--- src/rtl/modn_updown_counter.sv ---
// ---------------------------------------------------------------------------
// modn_updown_counter
//
// Programmable modulo up/down counter. The count range is 0..modulus
// inclusive. At the end of the range the counter either wraps (mode=0) or
// stops and raises a sticky done flag (mode=1). All state changes happen on
// the FALLING edge of clk. Reset is asynchronous and active-low.
//
// Parameters
//   WIDTH    counter width in bits (2..16)
//   INIT     count value forced while Reset is low
//
// Ports
//   clk      in   clock; state updates on negedge
//   Reset    in   asynchronous active-low reset
//   en       in   count enable
//   dir      in   1 = count down, 0 = count up
//   mode     in   0 = wrap at terminal, 1 = one-shot (stop at terminal)
//   load     in   synchronous load strobe (highest priority)
//   load_val in   value to load, clamped to modulus
//   modulus  in   top of the count range
//   count    out  current count (registered)
//   tc       out  one-clock terminal-count pulse (registered)
//   done     out  sticky one-shot completion flag (registered)
// ---------------------------------------------------------------------------
module modn_updown_counter #(
  parameter int                 WIDTH = 4,
  parameter logic [WIDTH-1:0]   INIT  = {WIDTH{1'b1}}
) (
  input  logic             clk,
  input  logic             Reset,
  input  logic             en,
  input  logic             dir,
  input  logic             mode,
  input  logic             load,
  input  logic [WIDTH-1:0] load_val,
  input  logic [WIDTH-1:0] modulus,
  output logic [WIDTH-1:0] count,
  output logic             tc,
  output logic             done
);

  localparam logic [WIDTH-1:0] ZERO = '0;
  localparam logic [WIDTH-1:0] ONE  = {{(WIDTH-1){1'b0}}, 1'b1};

  logic [WIDTH-1:0] count_reg, count_next;
  logic             tc_reg,    tc_next;
  logic             done_reg,  done_next;

  // Terminal detection. The up terminal uses >= so that a count sitting
  // above the modulus (after INIT or a modulus change) still terminates on
  // the next up step instead of running on to the natural wrap.
  logic             at_zero;
  logic             at_top;
  logic [WIDTH-1:0] load_clamped;
  logic [WIDTH-1:0] count_dec;
  logic [WIDTH-1:0] count_inc;

  assign at_zero      = (count_reg == ZERO);
  assign at_top       = (count_reg >= modulus);
  assign load_clamped = (load_val > modulus) ? modulus : load_val;

  // Both are only selected when they cannot overflow: decrement only when
  // count != 0, increment only when count < modulus (so count < all-ones).
  assign count_dec    = count_reg - ONE;
  assign count_inc    = count_reg + ONE;

  always_comb begin
    count_next = count_reg;
    tc_next    = 1'b0;
    done_next  = done_reg;

    if (load) begin
      count_next = load_clamped;
      done_next  = 1'b0;
    end else if (done_reg) begin
      // One-shot finished: frozen until load or reset.
      count_next = count_reg;
    end else if (en) begin
      if (dir) begin
        if (at_zero) begin
          tc_next = 1'b1;
          if (mode) begin
            done_next = 1'b1;
          end else begin
            count_next = modulus;
          end
        end else begin
          count_next = count_dec;
        end
      end else begin
        if (at_top) begin
          tc_next = 1'b1;
          if (mode) begin
            done_next = 1'b1;
          end else begin
            count_next = ZERO;
          end
        end else begin
          count_next = count_inc;
        end
      end
    end
  end

  always_ff @(negedge clk or negedge Reset) begin
    if (!Reset) begin
      count_reg <= INIT;
      tc_reg    <= 1'b0;
      done_reg  <= 1'b0;
    end else begin
      count_reg <= count_next;
      tc_reg    <= tc_next;
      done_reg  <= done_next;
    end
  end

  assign count = count_reg;
  assign tc    = tc_reg;
  assign done  = done_reg;

endmodule

--- config.mk ---
export PLATFORM = sky130hd
export DESIGN_NAME = modn_updown_counter
export DESIGN_NICKNAME = d
export VERILOG_FILES = /design/src/rtl/modn_updown_counter.sv
export SDC_FILE = /design/constraint.sdc
export NUM_CORES = 1
export LEC_CHECK = 0
export ABC_AREA = 1
export CORE_MARGIN = 3
export CORE_UTILIZATION = 40
export CTS_CLUSTER_DIAMETER = 120
export DETAILED_ROUTE_END_ITERATION = 8
export PLACE_DENSITY_LB_ADDON = 0.05
export SETUP_SLACK_MARGIN = 0.02
export SYNTH_ARGS = -nofsm -noshare
export SYNTH_HDL_FRONTEND = slang
export SYNTH_SLANG_ARGS = --single-unit
--- constraint.sdc ---
create_clock -name clk -period 3.92 [get_ports clk]
set_input_delay 0.588 -clock clk [delete_from_list [all_inputs] [get_ports clk]]
set_output_delay 0.588 -clock clk [all_outputs]
set_load 0.01 [all_outputs]
==> flow_metrics.tcl, run 1 <==
set metrics [dict create \
    num_io_pins 20 \
    grt_pass1_wl_um 3680 \
    regArea_um2 155 \
    nFillCells 178 \
    place_inst 186 \
    clk_transition_reported_paths_ns 0.04 \
    core_area_um2 1800 \
    start_util_pct 44.4 \
    dp_slack_ns -0.380 \
    rows 15 \
    fin_skew_ns 0.0543 \
    power_switching_uw 224 \
    final_nets 196 \
    worstSetupEndpointType "flop" \
    ys_seq_area_share_pct 19.4 \
    vias_per_cell 4.93 \
    startpoint "modulus[1]" \
    setup_slack_ns 0.0789 \
    leakagePower_nw 0.702 \
    drcViolationCount 0 \
    grt_max_degree 11 \
    crit_fanout 5 \
    layout.cells.non_filler 195 \
    die_y_um 50.7 \
    clockRootBuffer "clkbuf_4" \
    syn_nets 152 \
    fp.dieW_um 50.7 \
    tns_ns 0 \
    dieArea_um2 2570 \
    grt_use_met1_pct 22.5 \
    final_common_cell "nand2_1" \
    slew_headroom_pct 80.1 \
    power_frac_comb_pct 64.4 \
    grt_pass1_vias 883 \
    antenna_left 0 \
    status "complete, no violations" \
    drt_first_pass_iters 4 \
    place_hpwl_um 1890 \
    drtIter0Drc 28 \
    antenna_found_initial 0 \
    switching_share_pct 45.4 \
    final_area_um2 1250 \
    largest_register_ffs 4 \
    worstPathRequired_ns 2.21 \
    startpoint_type "input pin" \
    met3_usage_pct 6.23 \
    crit_type "in2reg" \
    p_int_uw 269 \
    syn-mean-instance-area_um2 6.30 \
    top_usage_layer "met2" \
    antennaDiodeCount 0 \
    drive_gt1_share_pct 26.5 \
    grt-ovfl-total 0 \
    dpl_cell_area_um2 1130 \
    critPathArrivalTime_ns 2.13 \
    finalHoldViolCount 0 \
    cts_tree "done" \
    portBuffers 19 \
    wl_um 2360 \
    clock_sinks 6 \
    ys_seq_elements 6 \
    power.share.clock_pct 16.4 \
    slew_violations 0 \
    timing_worst_slew_pin_value_ns 0.297 \
    multi_input_area_um2 613 \
    h-tree-depth 1 \
    reg2reg_from "count[0]$_DFFE_NN1P_" \
    syn2layout_area_growth_pct 56.2 \
    grt_usage_pct 18.9 \
    min_from "done$_DFF_NN0_" \
    hp-class "reg2reg" \
    synthCells 127 \
    power.density_nw_per_um2 395 \
    seqPwrFrac_pct 19.2 \
    clock_latency_ns 0.32 \
    cap_violations 0 \
    setup_violations 0 \
    p_total_uw 493 \
    grt_use_met2_pct 33.0 \
    ctsHoldBuffers 0 \
    wl_per_cell_um 12.1 \
    layout_common_cells "34 x nand2_1, 23 x nand3_1, 19 x inv_1, 18 x buf_4, 13 x clkdlybuf4s50_1" \
    gp_congestion 0.895 \
    vias 962 \
    yosys_warnings 0 \
    clock_path_buffers 2 \
    peakVddDrop_v 0.000263 \
    netlist_area_um2 800 \
    cts_buffers 3 \
    yosysUniqueCellTypes 20 \
]
## synthesized netlist by cell type
master    count  area [um2]
dfrtn_1       2        50.1
nand3_1      24         120
inv_1        21        78.8
clkinv_1      1        3.75
inv_2         1        3.75
xnor2_1       1        8.76
a21oi_1       5        25.0
o21bai_1      1        7.51
o21ai_1       1        5.00
buf_6         1        11.3
nor2_1        6        22.5
ha_1         11         138
nand4_1       2        12.5
dfstp_2       4         105
nor2_4        1        11.3
o21ai_0       2        10.0
nand2_4       2        22.5
nand2_2       2        12.5
xor2_1        1        8.76
nand2_1      38         143
## per-stage QoR
step / util, % / hold slack (ns)
after global placement: 62.7 / 0.540
after global routing: 69.3 / 0.584
after CTS: 65.0 / 0.541
final: 69.3 / 0.521
after floorplan: - / 0.520
after detailed placement: 62.7 / 0.536
## routing by layer
layer / vias to the layer above / part of all wire [%] / wire length [um]
li1: 494 / - / -
met1: 430 / 44 / 1030
met2: 36 / 49 / 1170
met3: 2 / 6.4 / 152
met4: 0 / 0.42 / 10
met5: - / 0 / 0
## worst max-delay path, cell delays in order
cell             delay (ns)
clkdlybuf4s50_1        0.47
inv_2                  0.06
ha_4                   0.26
inv_1                  0.03
o21bai_1               0.11
nand2_1                0.08
nand2_2                0.13
nand2_4                0.08
nand2_1                0.07
nand3_1                0.07
nand2_1                0.07
nand2_1                0.05
nand2_1                0.06
## power groups by stage
stage / logic (mW) / clock network, mW / registers (mW)
after floorplan: 0.169 / 0.00794 / 0.113
after global placement: 0.293 / 0.00794 / 0.0960
after detailed placement: 0.302 / 0.00794 / 0.0966
after CTS: 0.299 / 0.0831 / 0.0954
after global routing: 0.353 / 0.0898 / 0.0968
final: 0.318 / 0.0808 / 0.0947
## final timing paths
kind	slack [ns]	depth (start not counted)	to
setup reg to reg	2.02	12	count[2]$_DFFE_NN1P_
hold reg to reg	0.52	2	done$_DFF_NN0_
hold / removal	0.52	2	done$_DFF_NN0_
setup / recovery	0.08	13	count[2]$_DFFE_NN1P_
min in group asynchronous	2.41	1	tc$_DFF_NN0_
max in group asynchronous	1.17	1	count[1]$_DFFE_NN1P_
## repair_timing
action / in CTS / in global routing
endpoints found under the hold margin: 0 / 0
gates cloned: 0 / 0
pin swaps: 1 / 0
buffers inserted: 0 / 2
resized for setup: 8 / 14
setup endpoints to repair: 8 / 4
## logic make-up after synthesis
group / synth area share, %
xor gates and xnor gates: 2.19
DFF: 19.4
AOI/OAI and AO/OA: 5.95
adders and majority gates: 17.2
and+or+nand+nor: 43.0
buffers and inverters: 12.2
## final cells by class
type / count / area share (%)
multi-input combinational: 97 / 49.1
clock buffer: 4 / 2.10
inverter: 22 / 6.61
tap: 25 / 2.51
sequential: 6 / 12.4
clock inverter: 4 / 1.20
timing repair buffer: 37 / 26.1
Note: power is estimated with default switching activity, not from simulation.
==> run 2: changes to the inputs <==
--- a/config.mk
+++ b/config.mk
@@ -5,13 +5,13 @@
 export SDC_FILE = /design/constraint.sdc
 export NUM_CORES = 1
 export LEC_CHECK = 0
-export ABC_AREA = 1
 export CORE_MARGIN = 3
 export CORE_UTILIZATION = 40
 export CTS_CLUSTER_DIAMETER = 120
 export DETAILED_ROUTE_END_ITERATION = 8
 export PLACE_DENSITY_LB_ADDON = 0.05
 export SETUP_SLACK_MARGIN = 0.02
+export SLEW_MARGIN = 20
 export SYNTH_ARGS = -nofsm -noshare
 export SYNTH_HDL_FRONTEND = slang
 export SYNTH_SLANG_ARGS = --single-unit
==> flow_metrics.tcl, run 2 <==
set metrics [dict create \
    antennaDiodeCount 0 \
    syn2layout_area_growth_pct 71.5 \
    yosysUniqueCellTypes 35 \
    drt_first_pass_iters 4 \
    grt_pass1_wl_um 3170 \
    synth_edf_count 0 \
    drcViolationCount 0 \
    peakVddDrop_v 0.000364 \
    fp.dieW_um 48.3 \
    dp_slack_ns -0.797 \
    power.density_nw_per_um2 405 \
    syn_nets 109 \
    synthMuxAreaShare_pct 4.20 \
    cts_buffers 3 \
    layout.cells.non_filler 155 \
    wl_um 2110 \
    status "complete, no violations" \
    synth_simple_gate_area_share_pct 16.3 \
    portBuffers 19 \
    place_hpwl_um 1550 \
    syn-mean-instance-area_um2 8.51 \
    setup_slack_ns 0.0228 \
    yosys.area.top_type "ha_1" \
    setup_violations 0 \
    die_y_um 48.3 \
    final_common_cell "buf_4" \
    slew_headroom_pct 79.7 \
    antenna_left 0 \
    synthCells 84 \
    ys_seq_area_share_pct 21.7 \
    drtIter0Drc 26 \
    layout_common_cells "21 x buf_4, 11 x inv_1, 7 x clkdlybuf4s50_1" \
    antenna_found_initial 0 \
    synth-adder-area-share_pct 19.3 \
    wl_per_cell_um 13.6 \
    synth-async-reset-ratio_pct 100 \
    largest_register_ffs 4 \
    grt-ovfl-total 0 \
    final_nets 157 \
    num_io_pins 20 \
    cap_violations 0 \
    synth_top_family_by_area "compound AO/OA/AOI/OAI gates" \
    fin_skew_ns 0.0533 \
    leakagePower_nw 0.583 \
    max_stage_delay_ns 0.25 \
    worstPathRequired_ns 2.20 \
    core_area_um2 1590 \
    netlist_area_um2 714 \
    crit_type "in2reg" \
    timing_worst_slew_pin_value_ns 0.303 \
    finalHoldViolCount 0 \
    cts_tree "done" \
    clock_path_buffers 2 \
    slew_violations 0 \
    drive_gt1_share_pct 44.3 \
    clock_latency_ns 0.31 \
    r2r_slack_ns 1.82 \
    vias 832 \
    yosys_warnings 0 \
    dieArea_um2 2330 \
    crit_fanout 3 \
    place_inst 142 \
    clockRootBuffer "clkbuf_4" \
    timing.hold.ws_ns 0.489 \
    ys_seq_elements 6 \
    startpoint_type "input pin" \
    hp-class "reg2reg" \
    grt_pass1_vias 767 \
    clock_sinks 6 \
    start_util_pct 44.8 \
    ys_top_cells_by_area "ha_1 19%, dfstp_2 15%, dfrtn_1 7.0%" \
    synth-xor-area-share_pct 0 \
    path_cells "buf_12 > inv_12 > ha_4 > nor2b_4 > o211ai_1 > a21boi_2 > buf_4 > mux2i_1 > a21oi_1 > a22o_2" \
    grt_max_degree 12 \
    h-tree-depth 1 \
    synth_top_cell_area_share_pct 19.3 \
    worstSetupEndpointType "flop" \
    clk_transition_reported_paths_ns 0.04 \
    critPathArrivalTime_ns 2.18 \
    p_total_uw 496 \
    grt_usage_pct 19.5 \
    synth-compound-area-share_pct 31.7 \
    nFillCells 125 \
    crit_path_top_delay_cell "ha_4" \
    vias_per_cell 5.37 \
    rows 14 \
    synth_common_cells "11 x ha_1, 11 x inv_1, 6 x a21oi_1, 6 x nand2_1, 4 x dfstp_2" \
    synth_flop_cell "dfstp_2" \
    gp_congestion 0.787 \
]
-- run 2: path summary, 6_finish.rpt --
path	to	depth (start not counted)	start
max in group asynchronous	count[1]$_DFFE_NN1P_	1	Reset
min reg2reg	done$_DFF_NN0_	2	done$_DFF_NN0_
min	done$_DFF_NN0_	2	done$_DFF_NN0_
max	count[0]$_DFFE_NN1P_	10	modulus[1]
max reg2reg	count[3]$_DFFE_NN1P_	8	count[0]$_DFFE_NN1P_
min in group asynchronous	done$_DFF_NN0_	1	Reset
-- run 2: through the flow --
step	setup TNS [ns]	area [um2]	utilization, %
after floorplan	-0.0521	747	-
after global placement	-3.82	1080	68.0
after detailed placement	-3.98	1080	68.0
after CTS	0	1200	75.0
after global routing	-0.0457	1220	76.8
final	0	1220	76.8
-- run 2: report_power, final --
part / internal (mW) / switching (mW) / total (mW)
logic: 0.153 / 0.153 / 0.306
registers: 0.0898 / 0.0208 / 0.111
clock network: 0.0443 / 0.0352 / 0.0795
total: 0.287 / 0.209 / 0.496
-- run 2: what timing repair did --
item,CTS,global route
gates resized for setup,40,13
hold buffers,0,0
setup endpoints to repair,10,4
setup buffers,3,3
pin swaps,10,7
-- run 2: cell type report --
cell class | count | area (um2) | area share [%]
Timing Repair Buffer | 41 | 335 | 27.4
Clock buffer | 4 | 26.3 | 2.15
Tap cell | 24 | 30.0 | 2.45
Multi-Input combinational cell | 65 | 607 | 49.5
Inverter | 11 | 56.3 | 4.60
Sequential cell | 6 | 155 | 12.7
Clock inverter | 4 | 15.0 | 1.23
-- run 2: worst max-delay path: cells and delay by family --
family                   cells  cell delay [ns]
multiplexers                 1             0.25
AND/OR/NAND/NOR              1             0.12
buffers and inverters        3             0.27
adder cells (fa/ha/maj)      1             0.25
AO/OA/AOI/OAI                4             0.70
-- run 2: kinds of logic (layout without fill, tap and decap cells) --
group / after synthesis / in the layout
fa+ha+maj: 11 / 11
compound gates: 30 / 30
mux: 3 / 3
flops: 6 / 6
simple gates: 21 / 21
buf+inv: 13 / 60
-- run 2: metal layers --
| layer | share of wire [%] | track usage (%) | wire, um | up-vias |
|---|---|---|---|---|
| met5 | 0 | 0 | 0 | - |
| met4 | 0.99 | 3.23 | 21 | 0 |
| met3 | 6.2 | 5.17 | 130 | 2 |
| met2 | 48 | 34.1 | 1010 | 32 |
| met1 | 45 | 24.0 | 945 | 386 |
| li1 | - | - | - | 412 |
==> RTL change (flow settings as in run 2) <==
The parameter `WIDTH` goes from 4 to 6.
--- a/src/rtl/modn_updown_counter.sv
+++ b/src/rtl/modn_updown_counter.sv
@@ -25,5 +25,5 @@
 // ---------------------------------------------------------------------------
 module modn_updown_counter #(
-  parameter int                 WIDTH = 4,
+  parameter int                 WIDTH = 6,
   parameter logic [WIDTH-1:0]   INIT  = {WIDTH{1'b1}}
 ) (
Interface: changed (resized count, load_val and modulus); port bits go from 20 to 26. No check against the original RTL was run, so the function may have changed too.
==> RTL change against run 2 <==
Register-to-register slack worse by 0.24 ns. Design area is 55% higher. Routed wire length is 68% higher. Sequential cell count is 2 higher. Total power is 40% higher. Hold slack better by 0.0070 ns. Setup slack better by 0.015 ns. Die area is 46% higher. Clock power is 30% higher. Area after synthesis is 53% higher. Largest cell class unchanged. Largest power group unchanged. Highest routed layer unchanged.
==> RTL change: results <==
status:
  status: "complete, no violations"
clocking:
  clock_latency_ns: 0.34
  clock-root-buffer: "clkbuf_4"
  htree_levels: 1
  clock_path_buffers: 2
  cts_inserted_buffers: 3
  clkTransAtPathRegs_ns: 0.05
cells_and_area:
  antennaDiodeCount: 0
  fin_nets: 238
  drive_above_1_share: 0.441
  fill_cells: 189
  largest_register_ffs: 6
synthesis:
  yosys-mux-area-fraction: 0.0468
  yosys_warnings: 0
  synth.distinct_cells: 44
  synth_ff_type: "dfstp_2"
  synth_compound_area_frac: 0.275
  yosys.area_share.adder: 0.171
  ys_async_sr_fraction: 1.00
  synth_nets: 170
  seq_area_frac_synth: 0.189
  synth_area_leaders: "ha_1, dfstp_2, a21oi_1"
  synth-xor-area-share: 0.0400
  ys_top_cells_by_count: "a21oi_1, ha_1, inv_1"
placed_design:
  io_buffers: 25
  dp_hpwl_um: 2720
  post-place-ws_ns: -0.876
  place_congestion: 0.869
power_and_ir_drop:
  peakVddDrop_mv: 0.385
  combinationalPowerShare: 0.659
  p_leak_uw: 0.000851
  power.total_uw: 695
  p_int_uw: 393
  seq_power_uw: 134
global_route:
  grt_pass1_wl_um: 6010
  grt_pass1_vias: 1410
  grt_max_degree: 13
  antenna_found_initial: 0
  grt_usage: 0.228
sta:
  slew_headroom: 0.621
  slew_violations: 0
  fin_worst_skew_ns: 0.0720
routing:
  drtIter0Drc: 40
  wirelength_um: 3550
  drc: 0
  dr.pass1.iters: 4
  num_vias: 1347
critical_path:
  critPathMaxFanout: 4
hold_path:
  hp-class: "register to register"
RTL change: repair_timing:
action                                  in CTS  in global routing
buffers inserted                             3                  1
resized for setup                           54                 28
endpoints found under the setup margin      14                  8
pin swaps                                   11                 13
cloned                                       0                  0
hold buffers                                 0                  0
RTL change: worst max-delay path, cell delays in order:
cell and delay (ns):
dlygate4sd2_1 0.23, inv_2 0.06, ha_1 0.33, a21oi_4 0.17, buf_6 0.12, o221ai_4 0.14
and3_4 0.22, a21oi_2 0.13, nor2_1 0.05
RTL change: layout make-up:
cell class / instances / area, µm² / share of cell area
tap: 30 / 37.5 / 0.0197
clock buffer: 4 / 26.3 / 0.0138
multi-input combinational: 111 / 993 / 0.523
inverter: 12 / 72.6 / 0.0382
clock inverter: 6 / 22.5 / 0.0118
timing repair buffer: 63 / 541 / 0.284
sequential: 8 / 208 / 0.109
RTL change: layer usage:
layer / up-vias / track usage / part of all wire
li1: 644 / - / -
met1: 659 / 0.260 / 0.42
met2: 34 / 0.416 / 0.51
met3: 10 / 0.0548 / 0.053
met4: 0 / 0.0695 / 0.020
met5: - / 0 / 0
RTL change: worst paths after layout:
path	to	cells after the start	startpoint	slack [ns]
min in group asynchronous	tc	1	Reset	2.47
max	done	9	modulus[1]	0.04
min	done	2	done	0.50
min reg2reg	done	2	done	0.50
max in group asynchronous	count[5]	1	Reset	1.04
max reg2reg	count[3]	8	count[0]	1.58
RTL change: per-stage QoR:
| step | setup TNS, ns | std cells | area (µm²) |
|---|---|---|---|
| final | 0 | 234 | 1900 |
| after global routing | -0.159 | 234 | 1900 |
| after CTS | -0.0211 | 233 | 1840 |
| after detailed placement | -6.02 | 221 | 1720 |
| after global placement | -5.49 | 221 | 1720 |
| after floorplan | -0.0979 | 137 | 1210 |
